--- config.mk ---
export PLATFORM = sky130hd
export DESIGN_NAME = sbp_pipeline_injector
export DESIGN_NICKNAME = d
export VERILOG_FILES = /design/src/rtl/sbp_pkg.sv /design/src/rtl/sbp_sync_fifo.sv /design/src/rtl/sbp_pipeline_injector.sv
export SDC_FILE = /design/constraint.sdc
export NUM_CORES = 1
export LEC_CHECK = 0
export BUFFER_PORTS_ARGS = -buffer_cell sky130_fd_sc_hd__buf_4
export CAP_MARGIN = 20
export CORE_ASPECT_RATIO = 1.4
export CORE_MARGIN = 2
export CORE_UTILIZATION = 52
export CTS_BUF_LIST = sky130_fd_sc_hd__clkbuf_4 sky130_fd_sc_hd__clkbuf_8 sky130_fd_sc_hd__clkbuf_16
export DETAILED_ROUTE_END_ITERATION = 10
export PLACE_DENSITY = 0.76
export SLEW_MARGIN = 20
export SYNTH_ARGS = -nofsm -noshare
export SYNTH_HDL_FRONTEND = slang
export SYNTH_SLANG_ARGS = --single-unit
export TNS_END_PERCENT = 100
--- constraint.sdc ---
create_clock -name clk -period 3.53 [get_ports clk]
set_clock_uncertainty 0.05 [all_clocks]
set_input_delay 0.1765 -clock clk [delete_from_list [all_inputs] [get_ports clk]]
set_output_delay 0.1765 -clock clk [all_outputs]
set_load 0.01 [all_outputs]
--- src/rtl/sbp_pkg.sv ---
// Shared types and constants for the scalable pipelined lookup: field widths,
// the update entry carried from the injector to the stages, and prefix masking.
package sbp_pkg;

  localparam int ADDR_BITS     = 32;
  localparam int LEN_BITS      = 6;
  localparam int STAGE_ID_BITS = 6;
  localparam int LOCATION_BITS = 11;

  // Zero bits needed to round a field up to a whole nibble.
  function automatic int nibble_pad(input int w);
    return (4 - (w % 4)) % 4;
  endfunction

  localparam int PAD_BITS = nibble_pad(STAGE_ID_BITS) + nibble_pad(LOCATION_BITS);

  // Result word: padded stage id, padded location, one nibble of child L/R flags.
  function automatic int result_bits(input int stage_bits, input int loc_bits);
    return stage_bits + nibble_pad(stage_bits) + loc_bits + nibble_pad(loc_bits) + 4;
  endfunction

  localparam int RESULT_BITS = result_bits(STAGE_ID_BITS, LOCATION_BITS);

  localparam logic [STAGE_ID_BITS-1:0] ROOT_STAGE_ID = STAGE_ID_BITS'(1);

  typedef struct packed {
    logic [ADDR_BITS-1:0]     prefix;
    logic [LEN_BITS-1:0]      len;
    logic [STAGE_ID_BITS-1:0] stage_id;
    logic [LOCATION_BITS-1:0] location;
    logic [RESULT_BITS-1:0]   result;
  } upd_entry_t;

  // Lengths above the address width saturate to a full mask.
  function automatic logic [ADDR_BITS-1:0] prefix_mask(input logic [LEN_BITS-1:0] len);
    logic [ADDR_BITS-1:0] m;
    if (len == '0)
      m = '0;
    else if (len >= LEN_BITS'(ADDR_BITS))
      m = '1;
    else
      m = {ADDR_BITS{1'b1}} << (LEN_BITS'(ADDR_BITS) - len);
    return m;
  endfunction

endpackage

--- src/rtl/sbp_sync_fifo.sv ---
// Single-clock FIFO with wrap-bit pointers; pushes while full and pops while
// empty are ignored, so a full FIFO never accepts even when it pops that cycle.
module sbp_sync_fifo #(
  parameter int WIDTH = 8,
  parameter int DEPTH = 4
) (
  input  logic             clk,
  input  logic             rst_n,
  input  logic             i_push,
  input  logic [WIDTH-1:0] i_data,
  input  logic             i_pop,
  output logic [WIDTH-1:0] o_data,
  output logic             o_full,
  output logic             o_empty
);

  localparam int AW = $clog2(DEPTH);

  logic [WIDTH-1:0] r_mem [DEPTH];
  logic [AW:0]      r_wr_ptr;
  logic [AW:0]      r_rd_ptr;
  logic             w_push;
  logic             w_pop;

  assign o_empty = (r_wr_ptr == r_rd_ptr);
  assign o_full  = (r_wr_ptr[AW] != r_rd_ptr[AW]) &&
                   (r_wr_ptr[AW-1:0] == r_rd_ptr[AW-1:0]);
  assign w_push  = i_push && !o_full;
  assign w_pop   = i_pop && !o_empty;
  assign o_data  = r_mem[r_rd_ptr[AW-1:0]];

  always_ff @(posedge clk or negedge rst_n) begin
    if (!rst_n) begin
      r_wr_ptr <= '0;
      r_rd_ptr <= '0;
    end else begin
      if (w_push) r_wr_ptr <= r_wr_ptr + 1'b1;
      if (w_pop)  r_rd_ptr <= r_rd_ptr + 1'b1;
    end
  end

  // NOTE: storage has no reset; the pointers alone define which entries are valid.
  always_ff @(posedge clk) begin
    if (w_push) r_mem[r_wr_ptr[AW-1:0]] <= i_data;
  end

endmodule

--- src/rtl/sbp_pipeline_injector.sv ---
// Head of the lookup pipeline: merges lookups and buffered prefix updates into
// one registered slot per clock, with update bursts bounded while lookups wait.
module sbp_pipeline_injector #(
  parameter int STAGE_ID_BITS  = sbp_pkg::STAGE_ID_BITS,
  parameter int LOCATION_BITS  = sbp_pkg::LOCATION_BITS,
  parameter int RESULT_BITS    = sbp_pkg::RESULT_BITS,
  parameter logic [STAGE_ID_BITS-1:0] ROOT_STAGE_ID = STAGE_ID_BITS'(sbp_pkg::ROOT_STAGE_ID),
  parameter int UPD_FIFO_DEPTH = 4,
  parameter int MAX_UPD_BURST  = 2
) (
  input  logic                     clk,
  input  logic                     rst,
  input  logic                     lkp_valid_i,
  output logic                     lkp_ready_o,
  input  logic [31:0]              lkp_ip_addr_i,
  input  logic                     upd_valid_i,
  output logic                     upd_ready_o,
  input  logic [31:0]              upd_prefix_i,
  input  logic [5:0]               upd_prefix_len_i,
  input  logic [STAGE_ID_BITS-1:0] upd_stage_id_i,
  input  logic [LOCATION_BITS-1:0] upd_location_i,
  input  logic [RESULT_BITS-1:0]   upd_result_i,
  input  logic                     upd_hold_i,
  output logic                     valid_o,
  output logic                     update_o,
  output logic [31:0]              ip_addr_o,
  output logic [5:0]               bit_pos_o,
  output logic [STAGE_ID_BITS-1:0] stage_id_o,
  output logic [LOCATION_BITS-1:0] location_o,
  output logic [RESULT_BITS-1:0]   result_o,
  output logic [15:0]              upd_issued_o,
  output logic [15:0]              lkp_issued_o
);

  import sbp_pkg::*;

  localparam int BW = $clog2(MAX_UPD_BURST + 1);

  typedef struct packed {
    logic [31:0]              prefix;
    logic [5:0]               len;
    logic [STAGE_ID_BITS-1:0] stage_id;
    logic [LOCATION_BITS-1:0] location;
    logic [RESULT_BITS-1:0]   result;
  } entry_t;

  entry_t w_push_entry;
  entry_t w_head;
  logic   w_fifo_full;
  logic   w_fifo_empty;
  logic   w_upd_pend;
  logic   w_upd_slot;
  logic   w_lkp_slot;
  logic [5:0] w_head_len;

  logic                     r_valid;
  logic                     r_update;
  logic [31:0]              r_ip_addr;
  logic [5:0]               r_bit_pos;
  logic [STAGE_ID_BITS-1:0] r_stage_id;
  logic [LOCATION_BITS-1:0] r_location;
  logic [RESULT_BITS-1:0]   r_result;
  logic [15:0]              r_upd_cnt;
  logic [15:0]              r_lkp_cnt;
  logic [BW-1:0]            r_burst_cnt;

  assign w_push_entry = '{prefix:   upd_prefix_i,
                          len:      upd_prefix_len_i,
                          stage_id: upd_stage_id_i,
                          location: upd_location_i,
                          result:   upd_result_i};

  sbp_sync_fifo #(
    .WIDTH ($bits(entry_t)),
    .DEPTH (UPD_FIFO_DEPTH)
  ) u_upd_fifo (
    .clk     (clk),
    .rst_n   (rst),
    .i_push  (upd_valid_i),
    .i_data  (w_push_entry),
    .i_pop   (w_upd_slot),
    .o_data  (w_head),
    .o_full  (w_fifo_full),
    .o_empty (w_fifo_empty)
  );

  // Arbitration sees only registered FIFO state, so update valid never feeds ready.
  assign w_upd_pend  = !w_fifo_empty && !upd_hold_i;
  assign w_upd_slot  = w_upd_pend && (!lkp_valid_i || (r_burst_cnt < BW'(MAX_UPD_BURST)));
  assign w_lkp_slot  = !w_upd_slot && lkp_valid_i;
  assign lkp_ready_o = w_lkp_slot;
  assign upd_ready_o = !w_fifo_full;
  assign w_head_len  = (w_head.len > 6'd32) ? 6'd32 : w_head.len;

  // NOTE: every register here uses <=, so all of them see pre-edge values of each other.
  always_ff @(posedge clk or negedge rst) begin
    if (!rst) begin
      r_valid     <= 1'b0;
      r_update    <= 1'b0;
      r_ip_addr   <= '0;
      r_bit_pos   <= '0;
      r_stage_id  <= '0;
      r_location  <= '0;
      r_result    <= '0;
      r_upd_cnt   <= '0;
      r_lkp_cnt   <= '0;
      r_burst_cnt <= '0;
    end else begin
      if (w_upd_slot) begin
        r_valid    <= 1'b1;
        r_update   <= 1'b1;
        r_ip_addr  <= w_head.prefix & prefix_mask(w_head.len);
        r_bit_pos  <= w_head_len;
        r_stage_id <= w_head.stage_id;
        r_location <= w_head.location;
        r_result   <= w_head.result;
        r_upd_cnt  <= r_upd_cnt + 16'd1;
      end else if (w_lkp_slot) begin
        r_valid    <= 1'b1;
        r_update   <= 1'b0;
        r_ip_addr  <= lkp_ip_addr_i;
        r_bit_pos  <= '0;
        r_stage_id <= ROOT_STAGE_ID;
        r_location <= '0;
        r_result   <= '0;
        r_lkp_cnt  <= r_lkp_cnt + 16'd1;
      end else begin
        r_valid    <= 1'b0;
        r_update   <= 1'b0;
        r_stage_id <= '0;
      end

      if (!lkp_valid_i || w_lkp_slot)
        r_burst_cnt <= '0;
      else if (w_upd_slot && (r_burst_cnt < BW'(MAX_UPD_BURST)))
        r_burst_cnt <= r_burst_cnt + 1'b1;
    end
  end

  assign valid_o      = r_valid;
  assign update_o     = r_update;
  assign ip_addr_o    = r_ip_addr;
  assign bit_pos_o    = r_bit_pos;
  assign stage_id_o   = r_stage_id;
  assign location_o   = r_location;
  assign result_o     = r_result;
  assign upd_issued_o = r_upd_cnt;
  assign lkp_issued_o = r_lkp_cnt;

endmodule
==> After elaboration in Yosys (flattened, before gate mapping) <==
Memories as Yosys holds them, arrays and structs flattened.
Index checks and enable logic that the tools add are counted.
{ "word_totals": {"reg_bits": 121, "latchBits": 0, "ramBits": 316, "rom_bits": 0, "out_inout_bits": 115, "wordCells": 67, "n_memories": 1} }
{ "op_classes": {"addsub": 6, "multipliers": 0, "n_div": 0, "n_lt_le_gt_ge": 3, "eq_ne": 3, "shift": 1, "mux": 21, "bitwise": 2, "n_reduce_logical": 18} }
{ "memory_table": {"columns": ["name", "depth", "width", "read_ports", "rd_ports_with_merged_regs", "wr", "line", "rtl"], "rows": [
  ["u_upd_fifo.r_mem", 4, 79, 1, 0, 1, "sbp_sync_fifo.sv:19", "logic [WIDTH-1:0] r_mem [DEPTH];"]
]} }
{ "op_table": {"columns": ["op", "n"], "rows": [
  ["$mux W32", 5],
  ["$mux W24", 2],
  ["$add A16 B1 Y16 const B", 2],
  ["$and A32 B32 Y32", 1],
  ["$shl A32 B6 Y32 const A", 1],
  ["$mux W6", 4],
  ["$mux W11", 2],
  ["$logic_and A1 B1 Y1", 7],
  ["$add A3 B1 Y3 const B", 2],
  ["$ge A6 B6 Y1 const B", 1],
  ["$gt A6 B6 Y1 const B", 1],
  ["$logic_not A6 Y1", 1],
  ["$mux W1", 6],
  ["$sub A6 B6 Y6 const A", 1],
  ["$logic_not A1 Y1", 5],
  ["$mux W2", 2],
  ["$reduce_bool A2 Y1", 2],
  ["$eq A3 B3 Y1", 1],
  ["$add A2 B1 Y2 const B", 1],
  ["$eq A2 B2 Y1", 1],
  ["$logic_or A1 B1 Y1", 2],
  ["$lt A2 B2 Y1 const B", 1],
  ["$reduce_and A2 Y1", 1],
  ["$ne A1 B1 Y1", 1],
  ["$not A1 Y1", 1]
]} }

==> Logic depth before layout (Yosys ltp) <==
Gate-level depths: netlist of the first run.
{ "logic_depth": {"ltp_word": 8, "depth_mapped": 11, "ltp_nobuf": 9} }

==> Hierarchy <==
From an unflattened synthesis of the first run, not the netlist that was laid out.
{ "hier_totals": {"cells_unflattened": 952, "hier_area_um2": 17247.8} }
{ "by_module_without_submodules": {"columns": ["module", "instances", "cells_each", "area_per_inst_um2", "seq_area_each_um2"], "rows": [
  ["sbp_sync_fifo", 1, 464, 11888.9, 9639.2],
  ["sbp_pipeline_injector", 1, 488, 5358.9, 2877.8]
]} }

==> Worst setup path before layout of the first run <==
No wires, ideal clock.
{ "synth_timing": {"kind": "register to register", "startpoint": "reg u_upd_fifo.r_rd_ptr[1]", "endpoint": "mem u_upd_fifo.r_mem[3][0] in the netlist's numbering (enable)", "setup_ns": 0.448, "arrival_ns": 3.011, "t_required_ns": 3.032, "slack_ns": 0.021, "stages_incl_launch_ff": 6, "n_path_buf": 1, "period_less_slack_ns": 3.509, "cell_sequence": "dfrtp_1 -> buf_2 -> xor2_1 -> nor2_1 -> nand2_1 -> and3_1"} }
{ "synth_between": {"elab_chain_cells": 6} }
{ "synth_lines": {"columns": ["item", "line", "rtl"], "rows": [
  ["start, declared", "sbp_sync_fifo.sv:21", "logic [AW:0] r_rd_ptr;"],
  ["start signal, assigned", "sbp_sync_fifo.sv:38", "if (w_pop) r_rd_ptr <= r_rd_ptr + 1'b1;"],
  ["$eq A2 B2 Y1", "sbp_sync_fifo.sv:27", "(r_wr_ptr[AW-1:0] == r_rd_ptr[AW-1:0]);"],
  ["$logic_and A1 B1 Y1", "sbp_sync_fifo.sv:26", "assign o_full = (r_wr_ptr[AW] != r_rd_ptr[AW]) &&"],
  ["$logic_not A1 Y1", null, null],
  ["named net upd_ready_o", "sbp_pipeline_injector.sv:17", "output logic upd_ready_o,"],
  ["$logic_and A1 B1 Y1", "sbp_sync_fifo.sv:28", "assign w_push = i_push && !o_full;"],
  ["$mux W1", "sbp_sync_fifo.sv:44", "if (w_push) r_mem[r_wr_ptr[AW-1:0]] <= i_data;"],
  ["$mux W1 (implied by the code)", "sbp_sync_fifo.sv:44", null],
  ["end, declared", "sbp_sync_fifo.sv:19", null]
]} }
The timed path passes the listed nets, and every way through them passes these cells.

==> Final worst setup path of the first run <==
{ "layout_timing": {"startpoint": "reg u_upd_fifo.r_rd_ptr[0]", "endpoint": "reg r_ip_addr[14], in the netlist ip_addr_o[14]"} }
{ "layout_between": {"elab_chain_cells": 8} }
{ "layout_lines": {"columns": ["item", "line", "rtl"], "rows": [
  ["$mem_v2 Z4 W79", null, null],
  ["$sub A6 B6 Y6", "sbp_pkg.sv:42", "m = {ADDR_BITS{1'b1}} << (LEN_BITS'(ADDR_BITS) - len);"],
  ["$shl A32 B6 Y32", "sbp_pkg.sv:42", null],
  ["$mux W32", "sbp_pkg.sv:39", "else if (len >= LEN_BITS'(ADDR_BITS))"],
  ["$mux W32", "sbp_pkg.sv:37", "if (len == '0)"],
  ["$mux W32", "sbp_pipeline_injector.sv:109", "if (w_upd_slot) begin"],
  ["$and A32 B32 Y32", "sbp_pipeline_injector.sv:112", "r_ip_addr <= w_head.prefix & prefix_mask(w_head.len);"],
  ["$mux W32", "sbp_pipeline_injector.sv:109", null],
  ["end signal, assigned", "sbp_pipeline_injector.sv:112", null],
  ["end signal, assigned", "sbp_pipeline_injector.sv:121", "r_ip_addr <= lkp_ip_addr_i;"],
  ["end, declared", "sbp_pipeline_injector.sv:58", "logic [31:0] r_ip_addr;"]
]} }
Parallel ways exist; a longest one is shown, timed or not. The select of a mux whose other input is x is not followed.
A chain may end at the register's enable or synchronous reset.

==> impl_metrics.csv, run 1 <==
group,metric,value,unit
power,power_leakage,8.23,nW
timing,fin_crit,3.13,ns
clock_network,htree_levels,2,
floorplanning,core,31700,um^2
power,vdd_drop_max,0.529,mV
power,p_comb_frac,0.332,
yosys,synth-edff-count,316,
global_route,grt_remaining_overflow,0,
yosys,ys_seq_area_frac,0.746,
placed_design,port_buffers,230,
power,p_per_area,836,nW/um^2
power,p_clk_frac,0.246,
layout,final_util,0.684,
timing,drv_slew,0,
clock_network,cts_tree,"yes",
setup_path,rr_worst_depth,9,
route,antenna_left,0,
setup_path,r2r_slack,0.40,ns
setup_path,path_buf_inv,1,
setup_path,cp_slowest_cell,"mux4_2",
setup_path,r2r_start,"u_upd_fifo.r_rd_ptr[0]",
setup_path,r2r_end,"ip_addr_o[14]",
setup_path,startpoint,"u_upd_fifo.r_rd_ptr[0]",
setup_path,cp.arrival,3.53,ns
floorplanning,die_x,156,um
yosys,synth_warnings,0,
setup_path,max_stage_delay,0.61,ns
floorplanning,initial_utilization,0.529,
global_route,grt_usage,0.234,
yosys,ys.flop_type,"edfxtp_1",
floorplanning,die_area,33700,um^2
yosys,synth_cell_types,47,
placed_design,dp_slack,0.185,ns
placed_design,dp_hpwl,23.6,mm
global_route,antenna_found_initial,7,
timing,max_slew_margin,0.368,
layout,drive_gt1_frac,0.324,
floorplanning,ios,231,
setup_path,cp-end-kind,"register",
clock_network,worst_skew_pair.late_latency,0.54,ns
route,viasPerCell,5.83,
global_route,grt_pass1_wl,59.9,mm
placed_design,gp_congestion,0.839,
clock_network,cts_buffer_depth,3,
route,wl_per_cell,22.7,um
yosys,ys_seq_elements,437,
power,p_seq_frac,0.421,
yosys,async_flop_share,0.277,
route,drt-initial-drc-count,730,
route,dr.pass1.iters,5,
power,p_sw_frac,0.319,
yosys,syn_avg_cell_area,18.6,um^2
global_route,grt_pass1_vias,10512,
timing,tightestPinTransition,0.943,ns
yosys,syn-instance-count,900,
timing,final_hold_viol_count,0,
power,finalPower,0.0181,W
min_path,hold_class,"in2async",
floorplanning,die_h,217,um
layout,layout.nets,1392,
yosys,syn_area,16800,um^2
setup_path,cpLargestDelayFamily,"simple AND/OR/NAND/NOR gates",
global_route,grt_start_max_net_pins,104,
timing,tns,0,ns
power,switchingPower,0.00579,W
floorplanning,core.rowCount,77,
route,drc_errors,0,
clock_network,numCtsBuffers,41,
route,wl,38.5,mm
route,vias,9901,
timing,rsz0062_at_grt,"false",
layout,area_delta_synth_final,29.3,%
setup_path,crit_path_cell_trace,"mux4_2, inv_1, ha_1, nor2b_1, a22oi_1, or4b_4, a21oi_4, o211ai_1, a31oi_1",
run_status,status,"completed",
setup_path,worstSetupPathType,"reg2reg",
power,p_int,0.0123,W
clock_network,root_buffer,"clkbuf_16",
setup_path,startpoint_type,"register",
job,maxCapViolCount,0,
timing,timing.final.ws_setup,0.401,ns
clock_network,clk_pin_slew,0.06,ns
setup_path,cp.required,3.93,ns
timing,max_freq,320,MHz
yosys,syn-num-nets,1028,
timing,setup_viol,0,
setup_path,path_max_fanout,12,
clock_network,cts_sinks,437,
timing,finalCritPeriodShare,0.887,
[how the worst max path moves through the flow]
| stage | end | slack, ns | cells past startpoint |
|---|---|---|---|
| global route | ip_addr_o[14] | 0.12 | 9 |
| detailed placement | ip_addr_o[29] | 0.19 | 9 |
| global placement | ip_addr_o[24] | 0.32 | 9 |
| floorplan | u_upd_fifo.r_mem[3][0] | 0.02 | 5 |
| finish | ip_addr_o[14] | 0.40 | 9 |
| CTS | ip_addr_o[29] | 0.17 | 9 |
[power groups by stage]
stage	Sequential (W)	Clock, W	Combinational, W
final	0.00764	0.00447	0.00602
after global routing	0.00775	0.00474	0.00652
after CTS	0.00762	0.00454	0.00602
after detailed placement	0.00771	0	0.00591
after global placement	0.00765	0	0.00582
after floorplan	0.00778	0	0.00344
[kinds of logic after synthesis]
| kind of cell | after synthesis | share of synthesized area |
|---|---|---|
| DFF | 437 | 0.746 |
| adders and majority gates | 12 | 0.00895 |
| and+or+nand+nor | 117 | 0.0362 |
| AOI/OAI and AO/OA | 154 | 0.0663 |
| xor gates and xnor gates | 38 | 0.0198 |
| buffers and inverters | 59 | 0.0139 |
| muxes | 83 | 0.109 |
[cells in the final DEF (no fill, tap or decap), drive strengths merged, types with 3 or more instances in the layout]
cell type and instances:
mux4 79, diode 7, o21a 3, nand3 17
clkbuf 54, nand2b 4, dlygate4sd3 115, o21ai 36
nand4 8, bufinv 4, edfxtp 316, clkinv 15
xnor2 29, o211ai 12, nor2b 4, a21oi 19
ha 12, nand2 33, xor2 9, mux2i 3
o311ai 6, a22o 40, dfrtp 121, and3 9
and4 3, inv 15, nor2 19, a31oi 9
o221ai 22, buf 252, and2 12
[per-layer routing]
metal	track usage	vias up	share of wire
met5	0	-	0
met4	0.0924	0	0.036
met3	0.0420	92	0.061
met2	0.399	412	0.51
met1	0.299	5046	0.39
li1	-	4351	-
[repair_timing]
action,in CTS,in global routing
hold endpoints to repair,457,0
gates resized for setup,0,1
hold buffers,115,0
setup buffers,0,1
endpoints found under the setup margin,0,10
[synth_stat cells (17+ instances only)]
library cell	count	area, um^2
a21oi_1	18	90.1
xnor2_1	29	254
o221ai_1	22	193
edfxtp_1	316	9490
nor2_1	19	71.3
clkbuf_1	35	131
dfrtp_1	121	3030
o21ai_0	18	90.1
nand3_1	17	85.1
nand2_1	33	124
o21ai_1	18	90.1
a22o_1	40	350
mux4_2	79	1780
[sequential cells by signal (all words and copies together), names as in the netlist]
name,cells
update_o,1
bit_pos_o,6
u_upd_fifo.r_mem,316
u_upd_fifo.r_wr_ptr,3
location_o,11
stage_id_o,6
r_burst_cnt,2
u_upd_fifo.r_rd_ptr,3
valid_o,1
lkp_issued_o,16
upd_issued_o,16
result_o,24
ip_addr_o,32
[layout make-up]
cell class / count / area, um^2
Antenna cell: 7 / 17.5
Clock buffer: 53 / 1160
Clock inverter: 23 / 221
Fill cell: 1994 / 10000
Inverter: 12 / 45.0
Multi-Input combinational cell: 404 / 4080
Sequential cell: 437 / 12500
Tap cell: 395 / 494
Timing Repair Buffer: 368 / 3160
[per-stage QoR]
stage / hold WS (ns) / instances / area [um^2]
3_5_place_dp: 0.329 / 1500 / 19100
4_1_cts: 0.309 / 1691 / 21600
2_1_floorplan: -0.169 / 900 / 16800
5_1_grt: 0.327 / 1699 / 21700
3_3_place_gp: 0.326 / 1500 / 19100
6_report: 0.267 / 1699 / 21700
No activity file was read; power rests on OpenSTA's default activity.
==> run 2: changes to the inputs <==
==> constraint.sdc (replaced) <==
create_clock -name clk -period 3.53 [get_ports clk]
set_clock_uncertainty 0.05 [all_clocks]
set_input_delay 0.353 -clock clk [delete_from_list [all_inputs] [get_ports clk]]
set_output_delay 0.353 -clock clk [all_outputs]
set_load 0.01 [all_outputs]
==> run 2 against run 1 <==
  * Cell count down 2.1%
  * Sequential share of layout area up 0.91 points
  * Sequential cell count unchanged
  * Clock power about the same
  * Sequential power about the same
  * Non-clock buffer count down 30
  * Clock-buffer cell count up 1
  * Via count down 2.3%
  * Largest power group unchanged
==> impl_metrics.csv, run 2 (same netlist as run 1, synthesis figures left out) <==
group,metric,value,unit
run_status,status,"completed",
timing,fin_hold_ws,0.0469,ns
layout,mostFrequentLayoutCells,"edfxtp_1 (316), buf_4 (250), dfrtp_1 (119)",
clock_network,worst_skew_pair.late_latency,0.54,ns
setup_path,path_max_fanout,17,
setup_path,cp-end-kind,"register",
timing,fin_crit,3.20,ns
timing,final_hold_viol_count,0,
power,power_leakage,8.09,nW
clock_network,cts_buffer_depth,3,
clock_network,cts_tree,"yes",
layout,area_delta_synth_final,27.3,%
route,drc_errors,0,
floorplanning,core.rowCount,77,
timing,setup_viol,0,
timing,tns,0,ns
timing,finalCritPeriodShare,0.906,
timing,max_slew_margin,0.329,
floorplanning,die_area,33700,um^2
layout,finalNonFillerCells,1664,
floorplanning,die_x,156,um
layout,largest_reg_flops,316,
timing,drv_slew,0,
layout,drive_gt1_frac,0.334,
placed_design,port_buffers,230,
placed_design,place_area,19100,um^2
placed_design,gp_congestion,0.844,
floorplanning,ios,231,
clock_network,root_buffer,"clkbuf_16",
floorplanning,initial_utilization,0.529,
clock_network,numCtsBuffers,40,
global_route,grt_pass1_vias,10484,
min_path,hold_class,"in2reg",
floorplanning,core,31700,um^2
layout,layout.nets,1361,
route,dr.pass1.iters,7,
placed_design,dp_hpwl,23.9,mm
route,drt-initial-drc-count,679,
power,p_per_area,849,nW/um^2
route,antenna_left,0,
power,vdd_drop_max,0.553,mV
global_route,grt_pass1_wl,59.2,mm
timing,max_freq,313,MHz
global_route,grt_usage,0.232,
route,wl,38.5,mm
layout,num-fill-cells,2051,
clock_network,postCtsResizedCells,0,
setup_path,cp.arrival,3.61,ns
job,maxCapViolCount,0,
setup_path,worstSetupPathType,"reg2reg",
setup_path,cp.required,3.95,ns
route,vias,9673,
layout,final_common_cell,"edfxtp_1",
timing,tightestPinTransition,1.01,ns
route,wl_per_cell,23.1,um
route,viasPerCell,5.81,
global_route,grt_remaining_overflow,0,
global_route,grt_start_max_net_pins,103,
layout,final_area,21400,um^2
setup_path,startpoint_type,"register",
timing,rsz0062_at_grt,"false",
global_route,antenna_found_initial,4,
clock_network,htree_levels,2,
clock_network,clk_pin_slew,0.06,ns
clock_network,cts_sinks,437,
floorplanning,die_h,217,um
placed_design,place_inst,1502,
run 2: cell count changes in the layout (fill, tap and decap cells not counted), moves of 2 or more:
| cell | change |
|---|---|
| buf_4 | +6 |
| clkbuf_4 | -4 |
| clkbuf_8 | +5 |
| clkinv_2 | -6 |
| clkinv_4 | +2 |
| diode_2 | -3 |
| dlygate4sd3_1 | -35 |
| inv_4 | -2 |
| inv_6 | +3 |
run 2: critical path, cell delays in order (launching register included):
cell and delay, ns:
dfrtp_4 0.52, mux4_2 0.47, inv_1 0.09, ha_1 0.25, and2_1 0.18, a22oi_1 0.37
nand2b_1 0.12, a31oi_2 0.71, o211ai_1 0.19, o21ai_1 0.17
run 2: where the power goes:
group | leakage [nW] | internal, W | switching, W
Sequential | 4.42 | 0.00697 | 0.000658
Clock | 0.684 | 0.00260 | 0.00189
Combinational | 2.98 | 0.00273 | 0.00329
run 2: timing repair:
| action | CTS | global route |
|---|---|---|
| hold endpoints to repair | 417 | 0 |
| hold buffers | 80 | 0 |
| endpoints found under the setup margin | 0 | 1 |
| setup buffers | 0 | 4 |
run 2: cell type report:
type                            instances  area (um^2)  share of cell area
Tap cell                              395          494              0.0231
Timing Repair Buffer                  338         2830               0.132
Clock inverter                         20          200             0.00937
Inverter                               12         45.0             0.00211
Multi-Input combinational cell        404         4070               0.190
Clock buffer                           54         1180              0.0555
Antenna cell                            4         10.0            0.000469
Sequential cell                       437        12500               0.586
run 2: routing by layer:
layer  GRT usage  wire length, um  up-vias
met5           0                0        -
met4      0.0896             1310        0
met3      0.0488             2360       93
met2       0.399            19900      361
met1       0.289            14900     4940
li1            -                -     4279
run 2: path summary, 6_finish.rpt:
| kind | start | end | slack (ns) | cells past startpoint |
|---|---|---|---|---|
| max reg2reg | u_upd_fifo.r_rd_ptr[0] | ip_addr_o[16] | 0.33 | 9 |
| min in group asynchronous | rst | lkp_issued_o[6] | 0.45 | 2 |
| min | lkp_ip_addr_i[30] | ip_addr_o[30] | 0.05 | 3 |
| max in group asynchronous | rst | result_o[15] | 2.06 | 3 |
| min reg2reg | r_burst_cnt[0] | r_burst_cnt[0] | 0.38 | 1 |
| max | u_upd_fifo.r_rd_ptr[0] | ip_addr_o[16] | 0.33 | 9 |
run 2: per-stage QoR:
stage                      util  total power [W]  worst slack (ns)
after floorplan               -           0.0112            0.0210
after global placement    0.604           0.0135             0.421
after detailed placement  0.604           0.0136             0.277
after CTS                 0.672           0.0182             0.283
after global routing      0.674           0.0190            0.0841
final                     0.674           0.0181             0.332
==> run 3: changes to the inputs <==
Settings changed: CORE_UTILIZATION 52 to 60, GPL_TIMING_DRIVEN set to 0, PLACE_DENSITY 0.76 to 0.83.
Clock period 3.53 ns to 3.9 ns, I/O delays scaled along.
==> run 3 against run 2 <==
  * Global-route usage rose by 3.7 points
  * Power down 11%
  * Worst hold slack lost 0.028 ns
  * Critical path depth is 2 higher
  * Critical path type unchanged
  * Sequential power decreased by 10%
  * Register-to-register slack worse by 0.02 ns
  * Highest routed layer unchanged
  * Maximum frequency shrank 11%
  * Wire length rose by 0.45%
  * Largest cell class unchanged
==> impl_metrics.csv, run 3 (same netlist as run 1, synthesis figures left out) <==
group,metric,value,unit
setup_path,path_max_fanout,10,
clock_network,cts_buffer_depth,3,
route,viasPerCell,5.98,
route,wl,38.7,mm
global_route,grt.busiest_layer,"met2",
clock_network,htree_levels,2,
timing,fin_crit,3.59,ns
timing,drv_slew,0,
layout,largest_reg_flops,316,
setup_path,critPathCapture,"ip_addr_o[15]",
floorplanning,ios,231,
setup_path,max_stage_delay,0.49,ns
timing,setup_viol,0,
global_route,grtUsageMet1,0.335,
placed_design,place_inst,1505,
setup_path,startpoint,"u_upd_fifo.r_rd_ptr[0]",
placed_design,gp_congestion,0.846,
global_route,antenna_found_initial,3,
timing,final_hold_viol_count,0,
layout,layout.nets,1383,
floorplanning,initial_utilization,0.609,
job,maxCapViolCount,0,
placed_design,port_buffers,230,
setup_path,cp.required,4.31,ns
power,vdd_drop_max,0.469,mV
power,finalPower,0.0162,W
layout,drive_gt1_frac,0.312,
timing,tightestPinTransition,0.902,ns
clock_network,post_cts_buffers,0,
floorplanning,core.rowCount,72,
placed_design,dp_slack,0.263,ns
min_path,hold_class,"in2reg",
global_route,grt_util_met3,0.0472,
setup_path,r2r_end,"ip_addr_o[15]",
layout,finalNonFillerCells,1660,
min_path,min_from,"upd_prefix_i[5]",
timing,max_slew_margin,0.399,
placed_design,place_area,19100,um^2
global_route,grt_remaining_overflow,0,
clock_network,cts_sinks,437,
timing,timing.final.ws_setup,0.314,ns
global_route,grt_pass1_vias,10630,
route,drc_errors,0,
setup_path,r2r_start,"u_upd_fifo.r_rd_ptr[0]",
floorplanning,die_h,202,um
timing,rsz0062_at_grt,"false",
global_route,grtUsageMet2,0.466,
floorplanning,core,27600,um^2
global_route,grt_usage,0.269,
timing,finalCritPeriodShare,0.919,
setup_path,worstSetupPathType,"reg2reg",
run_status,status,"completed",
setup_path,rr_worst_depth,11,
route,drt-initial-drc-count,726,
layout,mostFrequentLayoutCells,"edfxtp_1 (316), buf_4 (229), dfrtp_1 (121)",
route,vias,9934,
setup_path,cp-end-kind,"register",
route,wl_per_cell,23.3,um
route,antenna_left,0,
setup_path,crit_path_cell_trace,"buf_6, mux4_2, inv_1, ha_1, and2_1, a22oi_1, nand2b_1, a31oi_2, clkbuf_1, nand3_1, a21oi_1",
global_route,grt_start_max_net_pins,67,
timing,max_freq,279,MHz
clock_network,clk_pin_slew,0.06,ns
setup_path,startpoint_type,"register",
power,p_per_area,764,nW/um^2
power,power_leakage,8.02,nW
placed_design,dp_hpwl,24.6,mm
layout,final_area,21200,um^2
layout,final_common_cell,"edfxtp_1",
setup_path,cp_slowest_cell,"a31oi_2",
clock_network,worst_skew_pair.late_latency,0.55,ns
route,dr.pass1.iters,5,
clock_network,cts_tree,"yes",
floorplanning,die_x,145,um
layout,final_util,0.770,
floorplanning,die_area,29300,um^2
global_route,grt_pass1_wl,59.9,mm
clock_network,numCtsBuffers,40,
setup_path,r2r_slack,0.31,ns
clock_network,root_buffer,"clkbuf_16",
layout,area_delta_synth_final,26.5,%
setup_path,cp.arrival,4.00,ns
[run 3: timing repair]
| action | 4_1_cts | 5_1_grt |
|---|---|---|
| resized for setup | 0 | 1 |
| hold endpoints to repair | 361 | 0 |
| hold buffers | 78 | 0 |
| setup endpoints to repair | 0 | 2 |
[run 3: per-stage QoR]
step	TNS, ns	hold slack [ns]
after floorplan	0	0.0444
after global placement	-348.82	0.360
after detailed placement	0	0.313
after CTS	0	0.00190
after global routing	0	0.00666
final	0	0.0191
[run 3: final cells by class]
| class | count | area [um^2] |
|---|---|---|
| Antenna cell | 3 | 7.51 |
| Buffer | 47 | 189 |
| Clock buffer | 58 | 1190 |
| Clock inverter | 16 | 113 |
| Fill cell | 1550 | 6340 |
| Inverter | 12 | 45.0 |
| Multi-Input combinational cell | 404 | 4050 |
| Sequential cell | 437 | 12500 |
| Tap cell | 370 | 463 |
| Timing Repair Buffer | 313 | 2650 |
[run 3: worst max-delay path: cells and delay by family (launching register included)]
kind            cells  cell delay [ns]
compound gates      3             1.06
fa+ha+maj           1             0.25
buf+inv             3             0.74
flops               1             0.43
mux                 1             0.44
simple gates        3             0.53
[run 3: metal layers]
layer | share of wire | wire length (um)
met4 | 0.044 | 1690
met5 | 0 | 0
met2 | 0.52 | 20200
met3 | 0.070 | 2700
met1 | 0.36 | 14100
[run 3: how the worst min path moves through the flow]
stage | endpoint | cells after the start
5_1_grt | u_upd_fifo.r_mem[3][40] | 1
3_5_place_dp | lkp_issued_o[5] | 1
3_3_place_gp | r_burst_cnt[0] | 1
6_report | u_upd_fifo.r_mem[2][52] | 1
4_1_cts | u_upd_fifo.r_mem[1][52] | 1
2_1_floorplan | bit_pos_o[0] | 0
[run 3: report_power, final]
group          internal (W)  switching, W
logic               0.00242       0.00308
clock network       0.00220       0.00165
registers           0.00631      0.000551
